### src/rtl/scmp_bus_ctl_pkg.sv
// scmp_bus_pak: shared bus-cycle state encoding and status flag bit positions.
package scmp_bus_pak;
    typedef enum logic [2:0] {IDLE, REQ, ADS, STRB, END, OWN} BUS_ST_t;
    localparam int BUS_F_H = 3;
    localparam int BUS_F_D = 2;
    localparam int BUS_F_I = 1;
    localparam int BUS_F_R = 0;
endpackage

### src/rtl/reg8.sv
// reg8: 8-bit enabled data register with asynchronous active-low clear.
module reg8 (
    input  logic       clk,
    input  logic       rst_n,
    input  logic       en,
    input  logic [7:0] d,
    output logic [7:0] q
);
    always_ff @(posedge clk or negedge rst_n)
        if (!rst_n) q <= '0;
        else if (en) q <= d;
endmodule

### src/rtl/scmp_bus_ctl.sv
// scmp_bus_ctl: SC/MP external bus cycle controller (ADS -> RD/WR -> END) with
// wait states, hold stretching and ENIN/ENOUT/BREQ bus-sharing arbitration.
module scmp_bus_ctl
    import scmp_bus_pak::*;
#(
    parameter int PIN_ADDR_W  = 12,
    parameter int ADDR_W      = 16,
    parameter int WAIT_CYCLES = 0
) (
    input  logic                  clk,
    input  logic                  rst_n,
    input  logic                  req_i,
    input  logic                  we_i,
    input  logic [ADDR_W-1:0]     addr_i,
    input  logic [7:0]            wdata_i,
    input  logic [3:0]            flags_i,
    input  logic                  lock_i,
    output logic                  ack_o,
    output logic [7:0]            rdata_o,
    output logic                  busy_o,
    output logic [PIN_ADDR_W-1:0] addr_o,
    output logic [7:0]            d_o,
    output logic                  d_oe_o,
    input  logic [7:0]            d_i,
    output logic                  ads_n_o,
    output logic                  rd_n_o,
    output logic                  wr_n_o,
    input  logic                  hold_n_i,
    output logic                  breq_o,
    input  logic                  enin_i,
    output logic                  enout_o
);
    localparam int CW = (WAIT_CYCLES > 0) ? $clog2(WAIT_CYCLES + 1) : 1;

    BUS_ST_t           st, st_nx;
    logic [ADDR_W-1:0] addr_q;
    logic              we_q;
    logic [3:0]        flags_q;
    logic [7:0]        wdata_q;
    logic [CW-1:0]     cnt;
    logic              lat, strb_done, rd_cap, wr_ph;
    logic [3:0]        hi;

    assign strb_done = (cnt == '0) && hold_n_i;
    assign lat       = (st_nx == ADS);
    assign rd_cap    = (st == STRB) && !we_q && strb_done;

    always_comb begin
        st_nx = st;
        case (st)
            IDLE:    st_nx = req_i ? REQ : IDLE;
            REQ:     st_nx = enin_i ? ADS : REQ;
            ADS:     st_nx = STRB;
            STRB:    st_nx = strb_done ? END : STRB;
            END:     st_nx = lock_i ? OWN : IDLE;
            OWN:     st_nx = (req_i && enin_i) ? ADS : (!req_i && !lock_i) ? IDLE : !enin_i ? REQ : OWN;
            default: st_nx = IDLE;
        endcase
    end

    always_ff @(posedge clk or negedge rst_n) begin
        if (!rst_n) begin
            st      <= IDLE;
            addr_q  <= '0;
            we_q    <= 1'b0;
            flags_q <= '0;
            cnt     <= '0;
        end else begin
            st <= st_nx;
            if (lat) begin
                addr_q  <= addr_i;
                we_q    <= we_i;
                flags_q <= flags_i;
            end
            if (st == ADS) cnt <= CW'(WAIT_CYCLES);
            else if (st == STRB && cnt != '0) cnt <= cnt - CW'(1);
        end
    end

    reg8 u_wdata (.clk(clk), .rst_n(rst_n), .en(lat), .d(wdata_i), .q(wdata_q));
    reg8 u_rdata (.clk(clk), .rst_n(rst_n), .en(rd_cap), .d(d_i), .q(rdata_o));

    // Address bits above the pins ride on the data bus, zero-padded to a nibble.
    assign hi      = 4'(addr_q >> PIN_ADDR_W);
    assign wr_ph   = we_q && (st == STRB || st == END);
    assign ads_n_o = (st != ADS);
    assign rd_n_o  = !(st == STRB && !we_q);
    assign wr_n_o  = !(st == STRB && we_q);
    assign d_oe_o  = (st == ADS) || wr_ph;
    assign d_o     = (st == ADS) ? {flags_q[BUS_F_H], flags_q[BUS_F_D], flags_q[BUS_F_I], flags_q[BUS_F_R], hi}
                   : wr_ph ? wdata_q : 8'h00;
    assign addr_o  = addr_q[PIN_ADDR_W-1:0];
    assign ack_o   = (st == END);
    assign busy_o  = !(st == IDLE || st == OWN);
    assign breq_o  = (st != IDLE);
    assign enout_o = enin_i & ~breq_o;
endmodule

### config.mk
export PLATFORM = sky130hd
export DESIGN_NAME = scmp_bus_ctl
export DESIGN_NICKNAME = d
export VERILOG_FILES = /design/src/rtl/scmp_bus_ctl_pkg.sv /design/src/rtl/reg8.sv /design/src/rtl/scmp_bus_ctl.sv
export SDC_FILE = /design/constraint.sdc
export NUM_CORES = 1
export LEC_CHECK = 0
export CAP_MARGIN = 20
export CORE_MARGIN = 2
export CORE_UTILIZATION = 30
export DETAILED_ROUTE_END_ITERATION = 7
export GPL_ROUTABILITY_DRIVEN = 0
export SLEW_MARGIN = 20
export SYNTH_ARGS = -nofsm -noshare
export SYNTH_HDL_FRONTEND = slang
export SYNTH_SLANG_ARGS = --single-unit
export TNS_END_PERCENT = 100
### constraint.sdc
create_clock -name clk -period 1.7 [get_ports clk]
set_input_delay 0.34 -clock clk [delete_from_list [all_inputs] [get_ports clk]]
set_output_delay 0.34 -clock clk [all_outputs]
set_load 0.05 [all_outputs]
# Word-level counts from Yosys, hierarchy flattened
# Cells that the tools add are included.
# classes
addsub	1
eq_ne	7
n_mux	12
n_bitwise	3
n_reduce_logical	20
# ops
cell	count
3-bit case mux with 6 select lines	1
8-bit two-way mux	2
3-bit two-way mux	5
3-bit by 2-bit equality test with 1-bit output, second input constant	3
1-bit logical AND	8
3-bit equality test, second input constant	2
1-bit logical NOT	6
3-bit by 1-bit equality test with 1-bit output, second input constant	1
3-bit logical NOT	1
1-bit logical OR	3
1-bit two-way mux	3
3-bit by 2-bit != test with 1-bit output, second input constant	1
3-bit nonzero test	1
2-bit two-way mux	1
1-bit inverter	2
2-bit nonzero test	1
1-bit bitwise AND	1
1-bit subtractor, second input constant	1
# word_totals
reg_bits	41
out_inout_bits	36
wordCells	50

# Logic depth before layout (Yosys ltp)
# Gate-level depths: netlist (run 1).
# depth
word_depth	6
ltp_mapped	5

# Hierarchy
# A second synthesis (run 1) with hierarchy kept.
# hier_totals
cells_unflattened	164
hier_area_um2	2058.2
# by_module_without_submodules
module	n_inst	cells_each	area_each_um2
scmp_bus_ctl	1	130	1395.1
reg8	2	17	331.6

# Least setup slack after synthesis (run 1)
# No wires, ideal clock.
# synth_timing
path_type	reg2out
from	register st[0]
to	output enout_o
t_arrival_ns	1.943
required_time_ns	1.360
path_slack_ns	-0.583
stages_incl_launch_ff	4
cell_sequence	dfrtp_1 > clkbuf_1 > or3_1 > nor2_1
# synth_between
elab_chain_cells	3
# synth_rtl
item	line_no	text
from (decl)	scmp_bus_ctl.sv:35	BUS_ST_t st, st_nx;
from (signal assigned)	scmp_bus_ctl.sv:69	st <= st_nx;
3-bit nonzero test	scmp_bus_ctl.sv:95	assign breq_o = (st != IDLE);
via breq_o	scmp_bus_ctl.sv:29	output logic breq_o,
1-bit inverter	scmp_bus_ctl.sv:96	assign enout_o = enin_i & ~breq_o;
1-bit bitwise AND	scmp_bus_ctl.sv:96	
to (decl)	scmp_bus_ctl.sv:31	output logic enout_o
# The timed path passes the listed nets, and every way through them passes these cells.

# Worst setup path in the final report (run 1)
# layout_timing
from	register st[2]
to	output d_o[0]
# layout_between
elab_chain_cells	5
# layout_rtl
item	line_no	text
3-bit by 2-bit equality test with 1-bit output or 3-bit equality test (tied branches)	scmp_bus_ctl.sv:85	assign wr_ph = we_q && (st == STRB || st == END);
1-bit logical OR	scmp_bus_ctl.sv:85	
1-bit logical AND	scmp_bus_ctl.sv:85	
8-bit two-way mux	scmp_bus_ctl.sv:91	: wr_ph ? wdata_q : 8'h00;
8-bit two-way mux *	scmp_bus_ctl.sv:90	assign d_o = (st == ADS) ? {flags_q[BUS_F_H], flags_q[BUS_F_D], flags_q[BUS_F_I], flags_q[BUS_F_R], hi}
to (decl)	scmp_bus_ctl.sv:22	output logic [7:0] d_o,
# Mark *: on every way between the ends. The rest lies on a longest branch, timed or not.

==> impl_metrics.tcl, run 1 <==
set metrics [dict create \
    htree_levels 2 \
    synth_nets 191 \
    coreArea_um2 6350 \
    post-dp-hpwl_mm 3.25 \
    fp.dieH_um 84.9 \
    first_pass_iters 4 \
    synth_cell_types 29 \
    synth_area_leader_cell "dfrtp_1" \
    numClockSinks 41 \
    start_util_pct 30.9 \
    routedWlPerCell_um 15.1 \
    finClkSkew_ns 0.00414 \
    grt_first_pass_wirelength_mm 7.27 \
    overflow 0 \
    synth-edff-count 0 \
    mostFrequentLayoutCell "clkdlybuf4s50_1" \
    hp-class "in -> async" \
    seq_area_frac_synth_pct 52.3 \
    worst_pin_slew_ns 0.526 \
    antenna_cells 0 \
    setup_ws_ns -0.304 \
    cts_hold_buf 0 \
    die_w_um 84.9 \
    routed_wl_mm 4.82 \
    ys_warn_count 0 \
    grt_max_degree 42 \
    ant_nets 0 \
    clkTransAtPathRegs_ns 0.08 \
    r2r_end "u_rdata.q[3]$_DFFE_PN0P_" \
    ys_async_sr_fraction_pct 100 \
    ys_ff_latch 41 \
    power.density_nw_per_um2 2350 \
    maxSlewViolCount 0 \
    layout_min_cycle_time_ns 2.00 \
    die-area_um2 7200 \
    num_rows 29 \
    vias 1482 \
    area_growth_pct 79.3 \
    end_kind "output port" \
    timing.final.crit_share_pct 118 \
    drt-initial-drc-count 40 \
    post-route-drc-count 0 \
    violations "negative setup slack" \
    clk_latency_ns 0.29 \
    drv_cap 0 \
    slew_headroom_pct 65.0 \
    fin_area_um2 3520 \
    syn_inst 148 \
    syn_avg_cell_area_um2 13.3 \
    status "finished with violations" \
    synth_top_area_share_pct 52.3 \
    drive_above_1_share_pct 57.6 \
    critical_path_arrival_ns 1.66 \
    rrSetupSlack_ns 0.03 \
    grt.total_usage_pct 12.8 \
    cp-startpoint "st[2]$_DFF_PN0_" \
    timing_hold_violations_final 0 \
    io_pins 79 \
    mostFrequentLayoutCells "clkdlybuf4s50_1, dfrtp_1, buf_4" \
    rsz0062_at_grt "yes" \
    fill_cells 558 \
    dpl_cell_area_um2 3010 \
    syn_area_um2 1960 \
    clockRootBuffer "clkbuf_8" \
    setup_viol 16 \
    antenna_found_initial 0 \
    reg2reg_from "st[0]$_DFF_PN0_" \
    worstPathMaxFanout 5 \
    ir_drop_v 0.00130 \
    seq_area_um2 1030 \
    cts_buffers 5 \
    nNetsFinal 285 \
    final_util_pct 55.4 \
    grt_pass1_vias 1519 \
    vias_per_cell 4.63 \
    synth_ff_type "dfrtp_1" \
    cts_tree "yes" \
    synth_area_leaders "dfrtp_1, mux2_2, mux2_4" \
    worst_setup_path_start_kind "register" \
    placement.io_buffers 78 \
    leakage_nw 1.52 \
    critPathKind "reg -> out" \
    multi_input_area_um2 1070 \
    rr_worst_depth 6 \
    required_ns 1.36 \
    timing.fmax_mhz 499 \
    clk_path_buf_depth 2 \
]
==> routing by layer <==
| layer | GRT usage, % | wire length [um] | up-vias |
|---|---|---|---|
| met4 | 4.33 | 50 | 0 |
| met5 | 0 | 0 | - |
| met2 | 22.0 | 2520 | 38 |
| met3 | 3.40 | 223 | 5 |
| met1 | 15.5 | 2020 | 737 |
| li1 | - | - | 702 |
==> critical path, stage by stage, from the launching register on <==
cell	delay [ns]
dfrtp_2	0.45
nor3b_4	0.26
buf_6	0.20
mux2i_4	0.26
a21oi_4	0.05
buf_12	0.15
==> worst max-delay path by stage <==
stage / slack (ns) / to / cells past startpoint
3_5_place_dp: -0.13 / u_rdata.q[2]$_DFFE_PN0P_ / 5
2_1_floorplan: -0.24 / enout_o / 3
5_1_grt: -0.36 / d_o[5] / 5
6_report: -0.30 / d_o[0] / 5
4_1_cts: -0.31 / d_o[3] / 5
3_3_place_gp: -0.11 / u_rdata.q[0]$_DFFE_PN0P_ / 5
==> per-stage QoR <==
step / instances / setup TNS [ns] / hold WS [ns] / power (mW) / setup WS (ns)
2_1_floorplan: 148 / -0.236 / 0.0444 / 5.02 / -0.236
6_report: 320 / -3.35 / 0.0931 / 8.28 / -0.304
5_1_grt: 320 / -4.97 / 0.152 / 8.66 / -0.363
3_3_place_gp: 299 / -2.93 / 0.449 / 6.44 / -0.114
4_1_cts: 310 / -3.18 / 0.125 / 7.68 / -0.312
3_5_place_dp: 299 / -2.79 / 0.449 / 6.47 / -0.128
==> cell type report <==
cell class	instances	area share, %
Timing Repair Buffer	107	33.4
Multi-Input combinational cell	83	30.5
Inverter	4	0.427
Clock buffer	5	1.96
Clock inverter	3	1.85
Sequential cell	41	29.2
Tap cell	77	2.74
==> cell usage after synthesis, drive strengths merged (2+ instances only) <==
cell     n
a21oi    9
nand2    3
a21o     2
inv      4
or3      2
dfrtp   41
clkbuf   2
buf     19
nor3b    2
nand3b   4
mux2i    9
mux2    37
==> state kept, by name, summed over array words and instances (netlist names) <==
| signal | cells |
|---|---|
| u_rdata.q | 8 |
| addr_q | 16 |
| cnt | 1 |
| we_q | 1 |
| st | 3 |
| u_wdata.q | 8 |
| flags_q | 4 |
==> power by group <==
group	internal, mW	switching (mW)	leakage, nW
clock	0.583	0.342	0.0681
combinational	2.66	2.84	0.961
sequential	1.46	0.394	0.490
==> logic make-up after synthesis <==
group	count (synthesis)	synth area share, %
flops	41	52.3
buf+inv	25	8.16
compound gates	16	5.23
simple gates	19	6.50
xor+xnor	1	0.447
mux	46	27.4
==> repair_timing <==
| item | in CTS | in global routing |
|---|---|---|
| pin swaps | 0 | 4 |
| gates resized for setup | 15 | 36 |
| setup buffers | 3 | 6 |
| endpoints found under the setup margin | 14 | 53 |
| gates cloned | 0 | 4 |
(Power assumes the default switching activity.)
==> inputs of run 2 (changes only) <==
Settings changed: CAP_MARGIN 20 to 10, CORE_UTILIZATION 30 to 43, PLACE_DENSITY from default to 0.8.
==> impl_metrics.tcl, run 2 (synthesis results as in run 1) <==
set metrics [dict create \
    ant_nets 0 \
    grt_first_pass_wirelength_mm 7.63 \
    layout_min_cycle_time_ns 2.02 \
    post-route-drc-count 0 \
    clk_path_buf_depth 2 \
    setup_ws_ns -0.319 \
    end_kind "output port" \
    hp-class "in -> async" \
    timing.final.crit_share_pct 119 \
    mostFrequentLayoutCell "clkdlybuf4s50_1" \
    worstPathMaxFanout 5 \
    io_pins 79 \
    routedWlPerCell_um 17.8 \
    routed_wl_mm 5.05 \
    worst_setup_path_start_kind "register" \
    grt.total_usage_pct 19.5 \
    drt-initial-drc-count 56 \
    overflow 0 \
    timing.fmax_mhz 495 \
    start_util_pct 44.7 \
    drv_cap 0 \
    numClockSinks 41 \
    largest_reg_flops 16 \
    final_util_pct 74.3 \
    die_w_um 71.5 \
    slew_headroom_pct 67.0 \
    antenna_found_initial 0 \
    dpl_cell_area_um2 2950 \
    critPathKind "reg -> out" \
    regMostFlops "addr_q" \
    vias_per_cell 5.23 \
    htree_levels 2 \
    die-area_um2 5120 \
    critical_path_arrival_ns 1.68 \
    post-dp-hpwl_mm 3.58 \
    clk_latency_ns 0.28 \
    finClkSkew_ns 0.00634 \
    status "finished with violations" \
    critical_path.max_stage_delay_ns 0.43 \
    required_ns 1.36 \
    violations "negative setup slack" \
    vias 1481 \
    drive_above_1_share_pct 55.0 \
    slowest_stage "dfrtp_1" \
    num_rows 24 \
    rsz0062_at_grt "yes" \
    cts_hold_buf 0 \
    antenna_cells 0 \
    fp.dieH_um 71.5 \
    power.density_nw_per_um2 2390 \
    area_growth_pct 66.1 \
    critPathTopFamily "flip-flops" \
    worst_pin_slew_ns 0.495 \
    fin_area_um2 3260 \
    mostFrequentLayoutCells "clkdlybuf4s50_1, dfrtp_1, buf_4" \
    cts_buffers 5 \
    clkTransAtPathRegs_ns 0.07 \
    timing_hold_violations_final 0 \
    clockRootBuffer "clkbuf_8" \
    instances_no_fill 283 \
    fill_cells 284 \
    grt_max_degree 25 \
    setup_viol 13 \
    top_regs "addr_q: 16 flops, u_rdata.q: 8 flops, u_wdata.q: 8 flops" \
    placement.io_buffers 78 \
    ir_drop_v 0.00143 \
    grt_pass1_vias 1564 \
    nNetsFinal 273 \
    crit_chain "nor3b_4 > buf_6 > mux2i_2 > a21oi_4 > buf_12" \
    maxSlewViolCount 0 \
    cp.buffers_inverters 2 \
    cts_tree "yes" \
    place_inst 271 \
    p_total_mw 7.78 \
    coreArea_um2 4380 \
    leakage_nw 1.39 \
    first_pass_iters 4 \
]
[run 2: cell count changes in the layout (fill, tap and decap cells not counted), sizes merged]
cell,delta
buf,-11
bufinv,-1
clkbuf,+1
clkinv,-1
[run 2: layer usage]
metal / part of all wire (%) / up-vias / GRT usage [%]
li1: - / 674 / -
met1: 37 / 755 / 21.6
met2: 57 / 46 / 36.0
met3: 4.2 / 6 / 4.22
met4: 1.3 / 0 / 7.76
met5: 0 / - / 0
[run 2: what timing repair did]
action                                 4_1_cts  5_1_grt
pin swaps                                    1        3
resized for setup                           17       16
cloned                                       2        1
setup buffers                                1        0
endpoints found under the hold margin        0        0
setup endpoints to repair                   14       50
[run 2: cell type report]
cell class | instances | area [um^2] | area share, %
inverter | 4 | 15.0 | 0.461
multi-input combinational | 83 | 1010 | 30.9
timing repair buffer | 95 | 1030 | 31.5
clock buffer | 7 | 86.3 | 2.65
clock inverter | 1 | 30.0 | 0.922
sequential | 41 | 1030 | 31.6
tap | 52 | 65.1 | 2.00
[run 2: worst register-to-register path: cells and delay by family, from the launching register on]
kind | cells | cell delay (ns)
buf+inv | 3 | 0.47
compound gates | 1 | 0.29
mux | 1 | 0.34
flops | 1 | 0.45
[run 2: worst paths after layout]
| path | start | depth (start not counted) | slack (ns) | end |
|---|---|---|---|---|
| setup / recovery | st[0]$_DFF_PN0_ | 5 | -0.32 | d_o[2] |
| hold / removal | rst_n | 1 | 0.01 | u_wdata.q[7]$_DFFE_PN0N_ |
| setup reg to reg | st[2]$_DFF_PN0_ | 5 | 0.04 | u_wdata.q[5]$_DFFE_PN0N_ |
| hold reg to reg | addr_q[5]$_DFFE_PN0N_ | 1 | 0.51 | addr_q[5]$_DFFE_PN0N_ |
| max in group asynchronous | rst_n | 2 | 1.15 | we_q$_DFFE_PN0N_ |
| min in group clk | addr_q[5]$_DFFE_PN0N_ | 1 | 0.51 | addr_q[5]$_DFFE_PN0N_ |
[run 2: power breakdown]
part | internal [mW] | leakage, nW | switching [mW] | total [mW]
sequential | 1.47 | 0.489 | 0.418 | 1.88
clock | 0.478 | 0.0585 | 0.306 | 0.785
combinational | 2.30 | 0.841 | 2.81 | 5.11
[run 2: stage by stage]
stage	hold slack [ns]	setup WS [ns]	TNS, ns
after global placement	0.326	-0.122	-2.80
after detailed placement	0.331	-0.167	-3.40
final	0.0139	-0.319	-3.00
after global routing	0.0386	-0.364	-3.93
after floorplan	0.0444	-0.236	-0.236
after CTS	0.0209	-0.301	-3.42
